[config.mk]
export PLATFORM = sky130hd
export DESIGN_NAME = serial_frame_tx
export DESIGN_NICKNAME = d
export VERILOG_FILES = /design/src/rtl/serial_frame_tx.sv
export SDC_FILE = /design/constraint.sdc
export NUM_CORES = 1
export LEC_CHECK = 0
export CAP_MARGIN = 10
export CORE_ASPECT_RATIO = 1.2
export CORE_MARGIN = 2
export CORE_UTILIZATION = 40
export CTS_CLUSTER_DIAMETER = 50
export DETAILED_ROUTE_END_ITERATION = 10
export PLACE_DENSITY = 0.68
export SETUP_SLACK_MARGIN = 0.4
export SYNTH_ARGS = -nofsm -noshare
export SYNTH_HDL_FRONTEND = slang
export SYNTH_SLANG_ARGS = --single-unit
[constraint.sdc]
create_clock -name clk -period 3 [get_ports clk]
set_input_delay 0.45 -clock clk [delete_from_list [all_inputs] [get_ports clk]]
set_output_delay 0.45 -clock clk [all_outputs]
set_load 0.02 [all_outputs]
[src/rtl/serial_frame_tx.sv]
// serial_frame_tx: sends start, port, length and payload bits as one frame on a single wire
module serial_frame_tx #(
   parameter int PORT_W = 2,
   parameter int LEN_W  = 4,
   parameter int DATA_W = 15
) (
   input  logic              clk,
   input  logic              rst,
   input  logic              clkEn,
   input  logic              start,
   input  logic [PORT_W-1:0] port_num,
   input  logic [LEN_W-1:0]  data_len,
   input  logic [DATA_W-1:0] data_in,
   output logic              SerOut,
   output logic              ready,
   output logic              busy,
   output logic              done
);
   typedef enum logic [2:0] {IDLE, START, PORT, LEN, DATA, DONE} state_t;

   localparam logic [3:0]       PORT_END = 4'(PORT_W - 1);
   localparam logic [3:0]       LEN_END  = 4'(LEN_W - 1);
   localparam logic [LEN_W-1:0] DMAX     = LEN_W'(DATA_W);

   state_t            state;
   logic [3:0]        cnt;
   logic [PORT_W-1:0] port_sr;
   logic [LEN_W-1:0]  len_sr;
   logic [LEN_W-1:0]  len_q;
   logic [DATA_W-1:0] data_sr;

   // Frame FSM: payload is left-aligned at accept so every field shifts out of its MSB
   always_ff @(posedge clk) begin
      if (rst) begin
         state   <= IDLE;
         cnt     <= '0;
         port_sr <= '0;
         len_sr  <= '0;
         len_q   <= '0;
         data_sr <= '0;
         SerOut  <= 1'b1;
         ready   <= 1'b1;
         busy    <= 1'b0;
         done    <= 1'b0;
      end else if (clkEn) begin
         if (ready && start) begin
            state   <= START;
            cnt     <= '0;
            port_sr <= port_num;
            len_sr  <= data_len;
            len_q   <= data_len;
            data_sr <= data_in << (DMAX - data_len);
            SerOut  <= 1'b0;
            ready   <= 1'b0;
            busy    <= 1'b1;
            done    <= 1'b0;
         end else begin
            case (state)
               START: begin
                  state   <= PORT;
                  cnt     <= '0;
                  SerOut  <= port_sr[PORT_W-1];
                  port_sr <= port_sr << 1;
               end
               PORT: begin
                  if (cnt == PORT_END) begin
                     state  <= LEN;
                     cnt    <= '0;
                     SerOut <= len_sr[LEN_W-1];
                     len_sr <= len_sr << 1;
                  end else begin
                     cnt     <= cnt + 4'd1;
                     SerOut  <= port_sr[PORT_W-1];
                     port_sr <= port_sr << 1;
                  end
               end
               LEN: begin
                  if (cnt == LEN_END && len_q != '0) begin
                     state   <= DATA;
                     cnt     <= '0;
                     SerOut  <= data_sr[DATA_W-1];
                     data_sr <= data_sr << 1;
                  end else if (cnt == LEN_END) begin
                     state  <= DONE;
                     SerOut <= 1'b1;
                     ready  <= 1'b1;
                     busy   <= 1'b0;
                     done   <= 1'b1;
                  end else begin
                     cnt    <= cnt + 4'd1;
                     SerOut <= len_sr[LEN_W-1];
                     len_sr <= len_sr << 1;
                  end
               end
               DATA: begin
                  if (cnt == 4'(len_q - 1'b1)) begin
                     state  <= DONE;
                     SerOut <= 1'b1;
                     ready  <= 1'b1;
                     busy   <= 1'b0;
                     done   <= 1'b1;
                  end else begin
                     cnt     <= cnt + 4'd1;
                     SerOut  <= data_sr[DATA_W-1];
                     data_sr <= data_sr << 1;
                  end
               end
               default: begin
                  state  <= IDLE;
                  SerOut <= 1'b1;
                  ready  <= 1'b1;
                  busy   <= 1'b0;
                  done   <= 1'b0;
               end
            endcase
         end
      end
   end
endmodule

==> Word level (Yosys, flattened, before mapping) <==
Cells that the tools add are included.
{ "op_classes": {"multipliers": 0, "n_shift": 1, "n_eq_ne": 18, "n_lt_le_gt_ge": 0, "mux": 42, "bitwise_logic": 0, "addsub": 3, "n_reduce_logical": 15, "n_div": 0} }
{ "ops": {"columns": ["cell", "n"], "rows": [
  ["15-bit two-way mux", 3],
  ["4-bit two-way mux", 9],
  ["15-bit one-hot mux with 2 select lines", 1],
  ["3-bit inequality test, second input constant", 8],
  ["4-bit one-hot mux with 4 select lines", 1],
  ["3-bit two-way mux", 5],
  ["15-bit by 4-bit left shift with 15-bit output", 1],
  ["1-bit two-way mux", 14],
  ["3-bit one-hot mux with 4 select lines", 1],
  ["4-bit AND reduction", 3],
  ["5-bit AND reduction", 2],
  ["1-bit one-hot mux with 3 select lines", 3],
  ["3-bit nonzero test", 3],
  ["4-bit inequality test, second input constant", 2],
  ["4-bit one-hot mux with 2 select lines", 1],
  ["3-bit by 2-bit == test with 1-bit output, second input constant", 2],
  ["5-bit nonzero test", 1],
  ["4-bit by 1-bit adder with 4-bit output, second input constant", 1],
  ["4-bit by 1-bit == test with 1-bit output, second input constant", 1],
  ["4-bit by 2-bit == test with 1-bit output, second input constant", 1],
  ["4-bit == test", 1],
  ["2-bit two-way mux", 2],
  ["1-bit one-hot mux with 4 select lines", 1],
  ["2-bit one-hot mux with 2 select lines", 1],
  ["10 further kinds", 11]
]} }
{ "totals": {"in_bits": 25, "word_cells": 89, "output_inout_bits": 4, "mem_bits_ro": 0, "ram_bits": 0, "reg_bits": 36, "mem_count": 0, "latchBits": 0} }

==> Logic depth before layout (Yosys ltp) <==
{ "depth": {"ltp_word": 5, "ltp_mapped": 9, "depth_no_buf": 7} }

==> Least setup slack after synthesis <==
Ideal clock, no wire load.
{ "synth_path": {"path_kind": "reg-to-reg", "from": "register len_q[0]", "to": "register data_sr[12]", "setup_time_ns": 0.091, "stages_incl_launch_ff": 10, "arrival_ns": 1.868, "n_path_buf": 2, "period_less_slack_ns": 1.958, "slack_ns": 1.042, "t_required_ns": 2.909, "cell_sequence": "dfxtp_1 inv_1 ha_1 xnor2_1 nor2_1 and4_4 buf_6 nor2_1 buf_2 a311oi_1"} }
{ "synth_via": {"elab_chain_len": 4, "word_cells_on_any_way": 7, "cone_classes": "add/sub (1); eq/ne (3); reduce/logical (3)"} }
{ "synth_lines": {"columns": ["item", "line_no", "source"], "rows": [
  ["from (decl)", "29", "logic [LEN_W-1:0] len_q;"],
  ["from (signal assigned)", "51", "len_q <= data_len;"],
  ["4-bit by 1-bit subtractor with 4-bit output or 4-bit nonzero test (tied branches)", "96, 78", null],
  ["4-bit == test or 1-bit logical AND (tied branches)", "96, 78", null],
  ["3-bit inequality test (no source line)", null, null],
  ["4-bit AND reduction (no source line) *", null, null],
  ["to (signal assigned)", "52", "data_sr <= data_in << (DMAX - data_len);"],
  ["to (signal assigned)", "82", "data_sr <= data_sr << 1;"],
  ["to (signal assigned)", "105", "data_sr <= data_sr << 1;"],
  ["to (decl)", "30", "logic [DATA_W-1:0] data_sr;"]
]} }
Every way passes the cells marked *; elsewhere a longest branch is shown, timed or not.
A chain may end at the register's enable or synchronous reset.

==> Worst setup path in the final report <==
{ "layout_path": {"from": "input port data_len[0]", "to": "register data_sr[7]"} }
{ "layout_via": {"elab_chain_len": 3} }
{ "layout_lines": {"columns": ["item", "line_no", "source"], "rows": [
  ["from (decl)", "12", "input logic [LEN_W-1:0] data_len,"],
  ["4-bit subtractor", "52", null],
  ["15-bit by 4-bit left shift with 15-bit output", "52", null],
  ["15-bit two-way mux", "46", "if (ready && start) begin"]
]} }
No other way between the ends.

==> flow_summary_export.csv <==
group,metric,value,unit
critical_path,endpoint_kind,"register",
sta,setup_tns,0,ns
layout,finalInstanceArea,0.00307,mm^2
power,switchingPower,374,uW
floorplan,die_w,78.0,um
floorplan,start_util,41.1,%
sta,rsz0062_at_grt,"false",
logic_synthesis,netlist_area,0.00263,mm^2
critical_path,critical_path_required,3.17,ns
critical_path,path_max_fanout,11,
floorplan,rows,32,
global_routing,antenna_found_initial,0,
power,ir_drop,0.152,mV
critical_path,crit_arrival,2.47,ns
logic_synthesis,ys.flop_type,"dfxtp_1",
power,comb_power_share,25.1,%
clock_tree,clock-sinks,36,
logic_synthesis,synth.distinct_cells,62,
power,power_frac_seq,44.2,%
floorplan,die_area,0.00725,mm^2
clock_tree,cts_inserted_buffers,5,
clock_tree,cts-root-buf,"clkbuf_8",
logic_synthesis,yosysSeqAreaShare,27.4,%
sta,final-setup-viol-count,0,
logic_synthesis,synth_fp_nets,331,
global_routing,grt.total_usage,19.1,%
clock_tree,cts_tree,"built",
detailed_routing,drc,0,
run,drv_cap,0,
sta,hold_violations,0,
layout,area_delta_synth_final,16.6,%
layout,layout_commonest_cell,"a21oi_1",
floorplan,die_h,92.8,um
global_routing,grt_pass1_wl,11200,um
logic_synthesis,ys_seq_elements,36,
sta,finClkSkew,0.00944,ns
power,p_leak,0.00103,uW
logic_synthesis,synth_edf_count,0,
placement,place_congestion,0.894,
critical_path,crit_type,"in -> reg",
power,p_total,1190,uW
power,switching_share,31.5,%
placement,placed_area,0.00297,mm^2
floorplan,ioPinCount,29,
outcome,status,"finished clean",
sta,slew-limit-headroom,53.4,%
global_routing,grt_max_degree,21,
sta,fin_crit,2.31,ns
power,clock_power_share,30.6,%
detailed_routing,wl_per_cell,16.5,um
logic_synthesis,synthArstFlopShare,0,%
logic_synthesis,postSynthCellCount,302,
layout,n_fill_cell,633,
worst_hold_path,min_path_type,"reg -> reg",
detailed_routing,num_vias,2480,
clock_tree,post-cts-setup-buffer-count,0,
layout,final_util,47.9,%
critical_path,max_stage_delay,0.75,ns
detailed_routing,drt_iter0_markers,102,
power,powerDensity,387,mW/mm^2
logic_synthesis,syn_avg_cell_area,8.71,um^2
worst_hold_path,hold_depth,2,
critical_path,start_kind,"primary input",
detailed_routing,routed_wl,6710,um
layout,nets,350,
critical_path,crit_path_top_delay_cell,"clkdlybuf4s50_1",
layout,final_cell_mix,"41 x a21oi_1, 36 x dfxtp_1, 28 x nand2_1, 28 x clkdlybuf4s50_1, 14 x o21ai_0",
clock_tree,htreeDepth,2,
critical_path,crit_chain,"clkdlybuf4s50_1, buf_4, mux4_2, mux2i_1, nor2_1, a21oi_1, a211oi_1",
placement,hpwlAfterDp,4920,um
critical_path,rr_worst_depth,6,
layout,drive_above_1_share,15.2,%
clock_tree,path_clk_slew,0.08,ns
clock_tree,worstSkewPairLatency,0.30,ns
placement,portBuffers,28,
sta,fin_crit_sh,76.9,%
global_routing,grt_remaining_overflow,0,
detailed_routing,viasPerCell,6.09,
clock_tree,clk_path_buf_depth,2,
layout,antennaDiodeCount,0,
sta,tightest_slew,0.692,ns
detailed_routing,ant_nets,0,
detailed_routing,dr.pass1.iters,4,
sta,fmax,434,MHz
logic_synthesis,yosys_warnings,0,
sta,finalMaxSlewViolations,0,
floorplan,core,0.00641,mm^2
global_routing,grt_pass1_vias,2435,
power,internal-power,814,uW
metrics by stage:
step	std cells	hold WS (ns)	setup WS (ns)
3_3_place_gp	399	0.460	0.385
4_1_cts	407	0.479	0.420
3_5_place_dp	399	0.467	0.351
5_1_grt	407	0.513	0.488
2_1_floorplan	302	0.449	1.04
6_report	407	0.479	0.694
state kept, by name, summed over array words and instances (netlist names):
name and count:
data_sr 15, state 3, done 1, busy 1, ready 1, port_sr 2
len_sr 4, SerOut 1, len_q 4, cnt 4
layer usage:
metal  GRT usage [%]  routed length (um)  vias to the layer above  part of all wire, %
met3            3.02                 340                       21                  5.1
met2            33.3                3290                       97                   49
li1                -                   -                     1203                    -
met1            22.7                2860                     1159                   43
met5               0                   0                        -                    0
met4            9.36                 222                        0                  3.3
timing repair:
action                                  CTS  global route
endpoints found under the setup margin    0            11
gates resized for setup                   0             3
hold buffers                              0             0
synthesized netlist by cell type, drive strengths merged, types with 3 or more instances:
| library cell | number | area share, % |
|---|---|---|
| mux2 | 7 | 3.0 |
| a311oi | 8 | 2.7 |
| dfxtp | 36 | 27 |
| clkbuf | 13 | 1.9 |
| nor3 | 9 | 1.7 |
| and3 | 3 | 0.71 |
| nand4 | 5 | 1.2 |
| a211oi | 7 | 2.0 |
| ha | 4 | 1.9 |
| nor2b | 3 | 0.71 |
| nand3 | 5 | 0.95 |
| mux4 | 13 | 11 |
| a21oi | 41 | 7.8 |
| nand3b | 4 | 1.1 |
| nand2 | 28 | 4.0 |
| o21ai | 16 | 3.5 |
| o211ai | 4 | 1.1 |
| xnor2 | 4 | 1.3 |
| or4b | 3 | 1.1 |
| mux2i | 7 | 2.7 |
| a22oi | 5 | 1.4 |
| a21o | 5 | 1.4 |
| buf | 14 | 3.2 |
| inv | 6 | 0.86 |
| or3b | 3 | 1.0 |
| nor2 | 11 | 1.7 |
| and4 | 3 | 1.1 |
cell families (layout without fill, tap and decap cells):
family / Yosys count / in the layout / synth area share [%]
and+or+nand+nor: 84 / 84 / 17.5
DFF: 36 / 36 / 27.4
muxes: 27 / 27 / 16.8
xor gates and xnor gates: 6 / 6 / 2.00
buffers and inverters: 33 / 53 / 5.90
adders and majority gates: 4 / 4 / 1.90
AOI/OAI and AO/OA: 112 / 112 / 28.5
area by class of cell:
| cell class | instances | area (um^2) | share of cell area (%) |
|---|---|---|---|
| clock inverter | 3 | 23.8 | 0.775 |
| multi-input combinational | 233 | 1760 | 57.5 |
| inverter | 6 | 22.5 | 0.734 |
| timing repair buffer | 39 | 363 | 11.8 |
| sequential | 36 | 721 | 23.5 |
| tap | 85 | 106 | 3.47 |
| clock buffer | 5 | 68.8 | 2.24 |
critical path, delay by kind of cell:
kind | cells | cell delay, ns
AOI/OAI and AO/OA | 2 | 0.20
muxes | 2 | 0.72
buffers and inverters | 2 | 1.04
and+or+nand+nor | 1 | 0.06
power groups by stage:
stage / clock (uW) / combinational [uW] / sequential, uW
2_1_floorplan: 0 / 203 / 530
6_report: 364 / 299 / 526
5_1_grt: 388 / 328 / 529
3_3_place_gp: 0 / 294 / 536
3_5_place_dp: 0 / 296 / 536
4_1_cts: 368 / 297 / 525
path summary, 6_finish.rpt:
path	startpoint	to	slack, ns
min	done	done	0.48
max	data_len[0]	data_sr[7]	0.69
min reg2reg	done	done	0.48
max reg2reg	cnt[0]	data_sr[11]	0.71
(Power assumes the default switching activity.)
==> RTL change 1: new RTL, config.mk and constraints unchanged <==
The parameter `LEN_W` goes from 4 to 8.
--- a/src/rtl/serial_frame_tx.sv
+++ b/src/rtl/serial_frame_tx.sv
@@ -2,5 +2,5 @@
 module serial_frame_tx #(
    parameter int PORT_W = 2,
-   parameter int LEN_W  = 4,
+   parameter int LEN_W  = 8,
    parameter int DATA_W = 15
 ) (
Ports: changed (resized data_len); port bits go from 29 to 33. The function was not compared with the original's and may differ.
==> RTL change 1 against the original RTL <==
  * Sequential power is 23% higher
  * Synthesized cell count increased by 26%
  * Cell area up 21%
  * Global-route usage increased by 0.79 points
  * Die area rose by 20%
  * Worst setup slack worse by 0.13 ns
  * Wire length increased by 26%
  * Sequential cell count rose by 8
  * Power increased by 27%
  * Synthesized area rose by 22%
  * Largest power group unchanged
  * Critical path depth fell by 1
==> RTL change 1: results (changes against the original RTL) <==
status finished, final reports clean; Comb group 366 uW (+22%); Crit path max-delay family compound AO/OA/AOI/OAI gates; power share of the clock group 0.330 (+0.024); grt met1 use 0.250 (+0.0232); met2 WL 4.20 mm (+28%); via/cell ratio 6.11 (+0.19%); DR iter-0 viols 160 (+57%); Max stage delay on crit path 0.50 ns (-0.25 ns); Post-DP HPWL 6.29 mm (+28%); ratio of cells with drive above 1 in the final layout 0.124 (-0.0281); gr usage total 0.199 (+0.00790); Placement Setup Slack 0.279 ns (-0.0719 ns); hold path endpoint len_q[5]; Post-Synth Adder-Cell Area 0.0196 (+0.000541); Compound-Gate Fraction of Synth Area 0.297 (+0.0117); post-synthesis mux area share 0.149 (-0.0188); Worst Setup EP data_sr[9]; Switching Share 0.297 (-0.0180); sequential area share after synthesis 0.275 (+0.00154); Max IR drop VDD 0.000257 V (+69%); Worst-path clk slew about 0.09 ns; largest fanout on the critical path 7 (-4); skew final 0.0104 ns (+0.000976 ns); GP Congestion 0.919 (+2.8%); vias in the first global route 2843 (+17%); GR met2 Demand/Resource 0.347 (+0.0147); Post-Synth XOR/XNOR Area 0.0219 (+0.00194); Synth top cells by count a21oi_1, nand2_1, dfxtp_1, clkbuf_1, mux2i_1; first-pass GRT wire length 14.0 mm (+26%); FMAX 0.410 GHz (-5.4%); crit path DAT 2.64 ns (+0.17 ns); met3 global-route usage 0.0226 (-0.00760); Synth top area share 0.275 (+0.00154); Max Buffers Root-to-Sink 2 (unchanged); Buffers on Ports 32 (+14%); Worst Hold Launch len_q[5]; largest cells by area after synthesis dfxtp_1, mux4_2, a21oi_1; Power Total 1.51 mW (+27%); Metal-1 WL 3.75 mm (+31%); Slew HR 0.539 (+0.00469)
RTL change 1: layout make-up:
class	count	area, um2
timing repair buffer	45	418
fill	743	4000
multi-input combinational	292	2120
clock inverter	2	38.8
inverter	14	52.6
sequential	44	881
tap	92	115
clock buffer	6	82.6
RTL change 1: stage by stage:
step | instance area [um2] | util | std cells | hold slack (ns)
6_report | 3710 | 0.481 | 495 | 0.461
4_1_cts | 3710 | 0.481 | 495 | 0.461
3_5_place_dp | 3590 | 0.466 | 487 | 0.448
5_1_grt | 3710 | 0.481 | 495 | 0.493
3_3_place_gp | 3590 | 0.466 | 487 | 0.443
2_1_floorplan | 3200 | - | 382 | 0.436
RTL change 1: worst register-to-register path, stage by stage, from the launching register on:
cell      delay, ns
dfxtp_1        0.44
ha_1           0.30
nand3b_1       0.15
a21oi_1        0.44
a211o_1        0.22
and2_1         0.46
a311oi_1       0.19
==> RTL change 2: new RTL, config.mk and constraints unchanged <==
Without the edit above. Encoding of `state_t`: now one-hot (6 bits for 6 states).
--- a/src/rtl/serial_frame_tx.sv
+++ b/src/rtl/serial_frame_tx.sv
@@ -17,5 +17,5 @@
    output logic              done
 );
-   typedef enum logic [2:0] {IDLE, START, PORT, LEN, DATA, DONE} state_t;
+   typedef enum logic [5:0] {IDLE = 6'b000001, START = 6'b000010, PORT = 6'b000100, LEN = 6'b001000, DATA = 6'b010000, DONE = 6'b100000} state_t;
 
    localparam logic [3:0]       PORT_END = 4'(PORT_W - 1);
Check against the original RTL: no difference found for any inputs over 10 cycles, from zero or initial values and one cycle with rst high; not proved beyond that.
==> RTL change 2 against the original RTL <==
  * Cell area up 1.1%
  * Sequential cell count up 3
  * Synthesized area up 0.52%
  * Worst setup slack better by 0.082 ns
  * Power up 14%
  * Non-clock buffer count down 3
  * Fmax up 3.7%
  * Worst hold slack worse by 0.023 ns
  * Register-to-register slack better by 0.08 ns
  * Via count down 3.5%
  * Wire length down 7.0%
  * Count of clock-buffer cells in the layout up 1
  * Clock power up 43%
==> RTL change 2: results (changes against the original RTL) <==
status finished, final reports clean; Max Buffers Root-to-Sink 2 (unchanged); Slew @ Worst Pin 0.633 ns (-0.0589 ns); CP Launch Point data_len[1]; Synthesized Nets 348 (+5.1%); Buffers on Ports 28 (unchanged); synth unique cells 61 (-1.6%); H-tree Lvls 2 (unchanged); Yosys warning total 0 (unchanged); initial antenna violation count 0 (unchanged); filler cell count in the final layout 657 (+3.8%); DR vias 2392 (-3.5%); Post-Place Cells 417 (+4.5%); ratio of cells with drive above 1 in the final layout 0.132 (-0.0198); first-pass GRT wire length 10.6 mm (-5.1%); Final Net Count 368 (+5.1%); WHS Path Cells 2 (unchanged); HP Class reg -> reg; asr flop ratio synth 0 (unchanged); r2r setup slk 0.79 ns (+0.08 ns); Post-DP HPWL 4.62 mm (-6.2%); Worst Setup EP data_sr[11]; drt pass-1 iters 4 (unchanged); gr usage total 0.179 (-0.0118); Worst-path clk slew 0.07 ns; worst reg2reg path endpoint cnt[1]; via/cell ratio 5.63 (-7.6%); met2 WL 3.27 mm (-0.64%); Synth top cells by count nand2_1, dfxtp_1, mux2i_1, nor2_1, a21oi_1; largest fanout on the critical path 10 (-1); pin count of the biggest net entering global routing 23 (+9.5%); Root Driver clkbuf_8; Antenna Cells 0 (unchanged); max layer used met4; wire per inst 14.7 um (-11%); Placement Setup Slack 0.466 ns (+0.116 ns); Crit path max-delay family multiplexers; worst skew pair latency 0.30 ns (about the same); Lkg Pwr 1.18 nW (+14%); Max IR drop VDD 0.000205 V (+36%); Num CTS Buffers 5 (unchanged); Final Cycle Share 0.742 (-0.0272); FF-to-FF Start len_q[0]; DR iter-0 viols 93 (-8.8%); largest cells by area after synthesis dfxtp_1, mux2i_1, nand2_1; GP Congestion 0.910 (+1.7%); R2R depth 7 (+1); met3 WL 191 um (-44%); top flop regs data_sr (15), state (6); skew final 0.0144 ns (+0.00498 ns); Most used DFF post-synth dfxtp_1; hold path endpoint data_sr[10]; Post-Syn Instances 319 (+5.6%); crit path DAT 2.41 ns (-0.06 ns); Metal-1 WL 2.73 mm (-4.5%); worst hold margin 0.456 ns (-0.0233 ns); sequential area share after synthesis 0.295 (+0.0213); Worst Hold Launch data_sr[10]; Max stage delay on crit path 0.65 ns (-0.10 ns)
==> RTL change 2: layer usage <==
layer	vias to the layer above	global-route usage
met5	-	0
met4	0	0.0512
met3	5	0.0241
met2	56	0.330
met1	1126	0.216
li1	1205	-
==> RTL change 2: stage by stage <==
step,cell area (um2),power (mW)
2_1_floorplan,2650,0.758
3_3_place_gp,2970,0.836
3_5_place_dp,2970,0.840
4_1_cts,3100,1.36
5_1_grt,3100,1.41
6_report,3100,1.35
==> RTL change 2: logic make-up (layout without fill, tap and decap cells) <==
logic type	count (synthesis)	count (layout)	share of synthesized area
muxes	36	36	0.141
xor gates and xnor gates	7	7	0.0289
adders and majority gates	4	4	0.0189
DFF	39	39	0.295
and+or+nand+nor	115	115	0.228
buffers and inverters	29	50	0.0549
AOI/OAI and AO/OA	89	89	0.233
==> RTL change 2: where the power goes <==
part	total (mW)	leakage (nW)	switching, mW	internal (mW)
clock network	0.522	0.0654	0.189	0.333
registers	0.563	0.319	0.0201	0.543
logic	0.266	0.796	0.144	0.121
total	1.35	1.18	0.354	0.997
==> RTL change 2: area by class of cell <==
cell class | count | area (um2) | share of cell area
Clock buffer | 6 | 72.6 | 0.0234
Clock inverter | 2 | 60.1 | 0.0194
Inverter | 6 | 22.5 | 0.00726
Multi-Input combinational cell | 251 | 1720 | 0.554
Sequential cell | 39 | 781 | 0.252
Tap cell | 85 | 106 | 0.0343
Timing Repair Buffer | 36 | 340 | 0.110
==> RTL change 2: what timing repair did <==
| item | 4_1_cts | 5_1_grt |
|---|---|---|
| buffers inserted | 0 | 0 |
| endpoints found under the hold margin | 0 | 0 |
| hold buffers | 0 | 0 |
| resized for setup | 0 | 1 |
| setup endpoints to repair | 0 | 5 |
